--- config.mk ---
export PLATFORM = sky130hd
export DESIGN_NAME = foo_stim_driver
export DESIGN_NICKNAME = d
export VERILOG_FILES = /design/src/rtl/foo_drv_pkg.sv /design/src/rtl/foo_rsp_fifo.sv /design/src/rtl/foo_stim_driver.sv
export SDC_FILE = /design/constraint.sdc
export NUM_CORES = 1
export LEC_CHECK = 0
export ABC_CLOCK_PERIOD_IN_PS = 18050
export CAP_MARGIN = 20
export CORE_MARGIN = 2
export CORE_UTILIZATION = 35
export CTS_BUF_LIST = sky130_fd_sc_hd__clkbuf_16
export CTS_CLUSTER_DIAMETER = 50
export CTS_CLUSTER_SIZE = 8
export DETAILED_ROUTE_END_ITERATION = 10
export DONT_BUFFER_PORTS = 1
export PLACE_DENSITY = 0.53
export SLEW_MARGIN = 10
export SYNTH_ARGS = -nofsm -noshare
export SYNTH_HDL_FRONTEND = slang
export SYNTH_HIERARCHICAL = 1
export SYNTH_SLANG_ARGS = --single-unit
--- constraint.sdc ---
create_clock -name clk -period 18.05 [get_ports clk]
set_clock_uncertainty 0.05 [all_clocks]
set_input_delay 3.61 -clock clk [delete_from_list [all_inputs] [get_ports clk]]
set_output_delay 3.61 -clock clk [all_outputs]
set_load 0.02 [all_outputs]
--- src/rtl/foo_drv_pkg.sv ---
`default_nettype none
// +------------------------------------------------------------------+
// | foo_drv_pkg: shared types and vector generator for foo_stim_driver |
// | Rev 1.0                                                          |
// +------------------------------------------------------------------+
package foo_drv_pkg;

  typedef enum logic [1:0] {
    ST_IDLE  = 2'd0,
    ST_ISSUE = 2'd1,
    ST_DRAIN = 2'd2,
    ST_DONE  = 2'd3
  } state_t;

  localparam logic [31:0] LFSR_MASK = 32'h8020_0003;

  // Width of the buffered vector index; the driver's COUNT_W must not exceed it.
  localparam int RSP_INDEX_W = 16;

  typedef struct packed {
    logic [RSP_INDEX_W-1:0] index;
    logic [31:0]            x1;
    logic [31:0]            x0;
  } rsp_t;

  function automatic logic [31:0] next_vec(input logic [31:0] v, input logic mode);
    if (mode) begin
      return (v >> 1) ^ (v[0] ? LFSR_MASK : 32'h0);
    end
    return v + 32'd1;
  endfunction

endpackage
`default_nettype wire

--- src/rtl/foo_rsp_fifo.sv ---
`default_nettype none
// +------------------------------------------------------------------+
// | foo_rsp_fifo: show-ahead response FIFO with occupancy output     |
// | Rev 1.0                                                          |
// +------------------------------------------------------------------+
module foo_rsp_fifo
  import foo_drv_pkg::*;
#(
  parameter int DEPTH = 8
) (
  input  logic                   clk,
  input  logic                   rst_n,
  input  logic                   push,
  input  rsp_t                   push_data,
  input  logic                   pop,
  output rsp_t                   pop_data,
  output logic                   valid,
  output logic [$clog2(DEPTH):0] level
);

  localparam int AW = $clog2(DEPTH);
  localparam int LW = AW + 1;

  rsp_t          mem [DEPTH];
  logic [AW-1:0] wr_ptr;
  logic [AW-1:0] rd_ptr;
  logic          full;
  logic          do_push;
  logic          do_pop;

  assign valid   = (level != '0);
  assign full    = (level == LW'(DEPTH));
  assign do_pop  = pop && valid;
  assign do_push = push && (!full || do_pop);

  // Head is forced to zero when empty so stale entries never reach the port.
  assign pop_data = valid ? mem[rd_ptr] : '0;

  always_ff @(posedge clk or negedge rst_n) begin
    if (!rst_n) begin
      wr_ptr <= '0;
      rd_ptr <= '0;
      level  <= '0;
    end else begin
      if (do_push) wr_ptr <= wr_ptr + AW'(1);
      if (do_pop)  rd_ptr <= rd_ptr + AW'(1);
      level <= level + LW'(do_push) - LW'(do_pop);
    end
  end

  always_ff @(posedge clk) begin
    if (do_push) mem[wr_ptr] <= push_data;
  end

endmodule
`default_nettype wire

--- src/rtl/foo_stim_driver.sv ---
`default_nettype none
// +------------------------------------------------------------------+
// | foo_stim_driver: drives a0/a1 stimulus, collects x0/x1 responses |
// | Rev 1.0                                                          |
// +------------------------------------------------------------------+
module foo_stim_driver
  import foo_drv_pkg::*;
#(
  parameter int FOO_LATENCY = 1,
  parameter int FIFO_DEPTH  = 8,
  parameter int COUNT_W     = 16
) (
  input  logic               clk,
  input  logic               rst_n,
  input  logic               start,
  input  logic [COUNT_W-1:0] num_vec,
  input  logic [31:0]        seed,
  input  logic               mode,
  output logic [31:0]        a0,
  output logic [31:0]        a1,
  input  logic [31:0]        x0,
  input  logic [31:0]        x1,
  output logic               rsp_valid,
  input  logic               rsp_ready,
  output logic [63:0]        rsp_data,
  output logic [COUNT_W-1:0] rsp_index,
  output logic               busy,
  output logic               done
);

  localparam int LW = $clog2(FIFO_DEPTH) + 1;

  state_t             state;
  state_t             state_nxt;

  logic [31:0]        vec_q;
  logic [COUNT_W-1:0] idx_q;
  logic [COUNT_W-1:0] nvec_q;
  logic               mode_q;

  logic [FOO_LATENCY-1:0] flag_sr;
  logic [COUNT_W-1:0]     idx_sr [FOO_LATENCY];

  logic [LW-1:0]      inflight;
  logic [LW-1:0]      fifo_level;
  logic               credit;
  logic               launch;
  logic               issue;
  logic               last;
  logic               cap;

  logic [31:0]        seed_eff;
  logic [31:0]        cur_vec;
  logic [COUNT_W-1:0] cur_idx;
  logic [COUNT_W-1:0] cur_nvec;
  logic               cur_mode;

  rsp_t               push_rsp;
  rsp_t               pop_rsp;

  assign seed_eff = (mode && (seed == 32'h0)) ? 32'd1 : seed;
  assign launch   = (state == ST_IDLE) && start && (num_vec != '0);
  assign cap      = flag_sr[FOO_LATENCY-1];

  // Responses already buffered plus those still in flight must fit in the FIFO.
  assign credit = ({1'b0, fifo_level} + {1'b0, inflight}) < (LW + 1)'(FIFO_DEPTH);

  // In IDLE the first vector comes straight from the start-time inputs.
  always_comb begin
    cur_vec  = vec_q;
    cur_idx  = idx_q;
    cur_nvec = nvec_q;
    cur_mode = mode_q;
    if (state == ST_IDLE) begin
      cur_vec  = seed_eff;
      cur_idx  = '0;
      cur_nvec = num_vec;
      cur_mode = mode;
    end
    last  = (cur_idx == (cur_nvec - COUNT_W'(1)));
    issue = credit && (launch || (state == ST_ISSUE));
  end

  always_ff @(posedge clk or negedge rst_n) begin
    if (!rst_n) state <= ST_IDLE;
    else        state <= state_nxt;
  end

  always_comb begin
    state_nxt = state;
    case (state)
      ST_IDLE: begin
        if (start) begin
          if (num_vec == '0)     state_nxt = ST_DONE;
          else if (issue && last) state_nxt = ST_DRAIN;
          else                    state_nxt = ST_ISSUE;
        end
      end
      ST_ISSUE: if (issue && last)     state_nxt = ST_DRAIN;
      ST_DRAIN: if (inflight == '0)    state_nxt = ST_DONE;
      ST_DONE:                         state_nxt = ST_IDLE;
      default:                         state_nxt = ST_IDLE;
    endcase
  end

  always_ff @(posedge clk or negedge rst_n) begin
    if (!rst_n) begin
      a0       <= '0;
      a1       <= '0;
      vec_q    <= '0;
      idx_q    <= '0;
      nvec_q   <= '0;
      mode_q   <= 1'b0;
      flag_sr  <= '0;
      inflight <= '0;
      for (int i = 0; i < FOO_LATENCY; i++) idx_sr[i] <= '0;
    end else begin
      if (launch) begin
        mode_q <= mode;
        nvec_q <= num_vec;
      end
      if (issue) begin
        a0    <= cur_vec;
        a1    <= ~cur_vec;
        vec_q <= next_vec(cur_vec, cur_mode);
        idx_q <= cur_idx + COUNT_W'(1);
      end else if (launch) begin
        vec_q <= seed_eff;
        idx_q <= '0;
      end
      flag_sr[0] <= issue;
      idx_sr[0]  <= cur_idx;
      for (int i = 1; i < FOO_LATENCY; i++) begin
        flag_sr[i] <= flag_sr[i-1];
        idx_sr[i]  <= idx_sr[i-1];
      end
      inflight <= inflight + LW'(issue) - LW'(cap);
    end
  end

  assign push_rsp = '{index: RSP_INDEX_W'(idx_sr[FOO_LATENCY-1]), x1: x1, x0: x0};

  foo_rsp_fifo #(
    .DEPTH(FIFO_DEPTH)
  ) u_fifo (
    .clk      (clk),
    .rst_n    (rst_n),
    .push     (cap),
    .push_data(push_rsp),
    .pop      (rsp_ready),
    .pop_data (pop_rsp),
    .valid    (rsp_valid),
    .level    (fifo_level)
  );

  assign rsp_data  = {pop_rsp.x1, pop_rsp.x0};
  assign rsp_index = COUNT_W'(pop_rsp.index);
  assign busy      = (state == ST_ISSUE) || (state == ST_DRAIN);
  assign done      = (state == ST_DONE);

endmodule
`default_nettype wire

==> flow_metrics.env <==
export IMPL_die_height_um=311
export IMPL_hpwl_mm=46.2
export IMPL_grt_usage_pct=16.5
export IMPL_drt_wl_total_mm=80.1
export IMPL_die_x_um=311
export IMPL_maxCapViolCount=0
export IMPL_clock_sinks=802
export IMPL_path_delay_family="buffers and inverters"
export IMPL_min_period_over_period_pct=44.2
export IMPL_vias=17500
export IMPL_io_buffers=0
export IMPL_grt_first_pass_wirelength_mm=121
export IMPL_cp_start_kind="register"
export IMPL_htree_levels=3
export IMPL_netlist_instances=1919
export IMPL_ir_worst_vdd_mv=0.108
export IMPL_top_level_ports=264
export IMPL_critPathMostFrequentCell="buf_4"
export IMPL_tightestPinTransition_ns=1.07
export IMPL_rrSetupSlack_ns=13.49
export IMPL_rsz0062_at_grt="no"
export IMPL_cts_root_buffer="clkbuf_16"
export IMPL_critPathRequiredTime_ns=14.39
export IMPL_synthTopCellsByArea="edfxtp_1 58%, dfrtp_1 12%, mux4_2 11%, nand2_1 2.3%, a22o_1 2.1%"
export IMPL_synth_top_area_share_pct=58.2
export IMPL_clk_latency_ns=0.69
export IMPL_synth_distinct_cells=75
export IMPL_syn_area_per_cell_um2=17.2
export IMPL_ys_seq_area_share_pct=70.5
export IMPL_cp_depth=4
export IMPL_antenna_found_initial=0
export IMPL_post_route_min_period_ns=7.98
export IMPL_path_cells="buf_4 > buf_4 > mux4_2 > a22o_1"
export IMPL_worst_path_buf_inv=2
export IMPL_clockBufferDepth=3
export IMPL_synthFlopType="edfxtp_1"
export IMPL_ys_ff_latch=802
export IMPL_min_path_cells=1
export IMPL_synth_largest_area_cell="edfxtp_1"
export IMPL_slowest_delay_ns=0.87
export IMPL_slew_viol_final=0
export IMPL_synth_fp_nets=2060
export IMPL_nNetsFinal=2107
export IMPL_synthArstFlopShare_pct=20.2
export IMPL_reg2reg_depth=11
export IMPL_fin_util_pct=40.4
export IMPL_drc=0
export IMPL_grt_pass1_vias=18600
export IMPL_n_antenna_cell=0
export IMPL_coreArea_um2=93300
export IMPL_critical_path_max_fanout=46
export IMPL_slowest_stage="dfrtp_4"
export IMPL_hold_buffers=0
export IMPL_worst_slack_ns=10.07
export IMPL_fmax_mhz=125
export IMPL_tns_ns=0
export IMPL_post_place_ws_ns=10.57
export IMPL_clk_pin_slew_ns=0.05
export IMPL_num_rows=112
export IMPL_wl_per_cell_um=24.5
export IMPL_ant_nets=0
export IMPL_drt_pass1_iterations=5
export IMPL_initialDrtViolationCount=1168
export IMPL_ctsResizeCount=0
export IMPL_crit_path_end_kind="output pin"
export IMPL_cts_setup_buffers=0
export IMPL_initial_utilization_pct=35.4
export IMPL_arrival_ns=4.32
export IMPL_hold_viol=0
export IMPL_path_class="reg2out"
export IMPL_setup_violations_final=0
export IMPL_p_leak_nw=12.9
export IMPL_cts_tree="built"
export IMPL_areaGrowthSynthToFinish_pct=14.4
export IMPL_cts_buffers=120
export IMPL_viasPerCell=5.34
export IMPL_dieArea_um2=96800
export IMPL_grt_max_degree=163
export IMPL_fill_cells=8364
export IMPL_synth_edff_count=640
export IMPL_grt_ovfl_total=0
export IMPL_final_common_cell="edfxtp_1"
export IMPL_syn_area_um2=33000
export IMPL_worstHoldPathType="reg2reg"
export IMPL_ys_warn_count=6
export IMPL_final_cell_mix="640 x edfxtp_1, 204 x nand2_1, 160 x dfrtp_1, 160 x mux4_2, 122 x clkbuf_16"
export IMPL_drive_gt1_share_pct=19.0
export IMPL_routabilityCongestion=0.786
export IMPL_outcome="completed"
export IMPL_powerDensity_nw_per_um2=175
export IMPL_slew_headroom_pct=28.7
[area by class of cell]
cell class / count / area, um^2 / share of cell area [%]
Clock buffer: 122 / 3050 / 8.09
Clock inverter: 50 / 389 / 1.03
Inverter: 29 / 109 / 0.288
Multi-Input combinational cell: 983 / 9120 / 24.2
Sequential cell: 802 / 23300 / 61.7
Tap cell: 1254 / 1570 / 4.16
Timing Repair Buffer: 30 / 223 / 0.590
[kinds of logic (layout without fill, tap and decap cells)]
| group | count (synthesis) | after routing | synth area share (%) |
|---|---|---|---|
| buf+inv | 134 | 231 | 2.12 |
| xor+xnor | 61 | 61 | 1.62 |
| fa+ha+maj | 24 | 24 | 0.956 |
| simple gates | 402 | 402 | 5.80 |
| compound gates | 273 | 273 | 6.09 |
| mux | 223 | 223 | 12.9 |
| flops | 802 | 802 | 70.5 |
[registers in the layout, summed over array words and instances, names as in the netlist]
register       count
nvec_q            16
a0                32
u_fifo/mem       640
mode_q             1
u_fifo/level       4
idx_sr            16
cap                1
idx_q             16
state              2
a1                32
u_fifo/rd_ptr      3
vec_q             32
u_fifo/wr_ptr      3
inflight           4
[worst register-to-register path, delay by kind of cell, from the launching register on]
family                     cells  cell delay (ns)
and+or+nand+nor                3             1.07
buffers and inverters          2             0.85
AOI/OAI and AO/OA              3             0.80
adders and majority gates      1             0.57
muxes                          1             0.48
DFF                            1             0.43
xor gates and xnor gates       1             0.10
[metrics by stage]
| stage | total power, mW | hold slack [ns] | instances | cell area, um^2 |
|---|---|---|---|---|
| CTS | 6.73 | 0.457 | 3270 | 37700 |
| global route | 6.98 | 0.479 | 3270 | 37700 |
| detailed placement | 4.68 | 0.447 | 3098 | 34300 |
| floorplan | 4.17 | 0.409 | 1919 | 33000 |
| global placement | 4.65 | 0.432 | 3097 | 34300 |
| finish | 6.62 | 0.451 | 3270 | 37700 |
[where the power goes]
part	leakage, nW	switching (mW)	internal [mW]
Clock	1.78	0.769	1.25
Combinational	3.38	1.28	0.805
Sequential	7.73	0.291	2.23
Total	12.9	2.34	4.28
[metal layers]
layer  global-route usage (%)  up-vias  wire [um]
met2                     28.1      507      40100
li1                         -     7650          -
met4                     5.23        0       1830
met1                     19.9     9165      32200
met5                        0        -          0
met3                     5.39      129       6050
[synth_stat cells (21+ instances only)]
library cell  number
edfxtp_1         640
nand2_1          204
dfrtp_1          162
mux4_2           160
a22o_1            81
nor2_1            60
mux2i_1           48
o21ai_0           47
xnor2_1           41
clkbuf_1          40
a21oi_1           37
buf_2             34
inv_1             28
nor3_1            28
ha_1              22
o21a_1            21
[path summary, 6_finish.rpt]
kind | startpoint | to
max | u_fifo/rd_ptr[0] | rsp_index[6]
min reg2reg | nvec_q[7] | nvec_q[7]
min in group asynchronous | rst_n | idx_q[9]
max in group asynchronous | rst_n | a0[23]
max reg2reg | state[1] | vec_q[26]
min | nvec_q[7] | nvec_q[7]
Note: power is estimated with default switching activity, not from simulation.
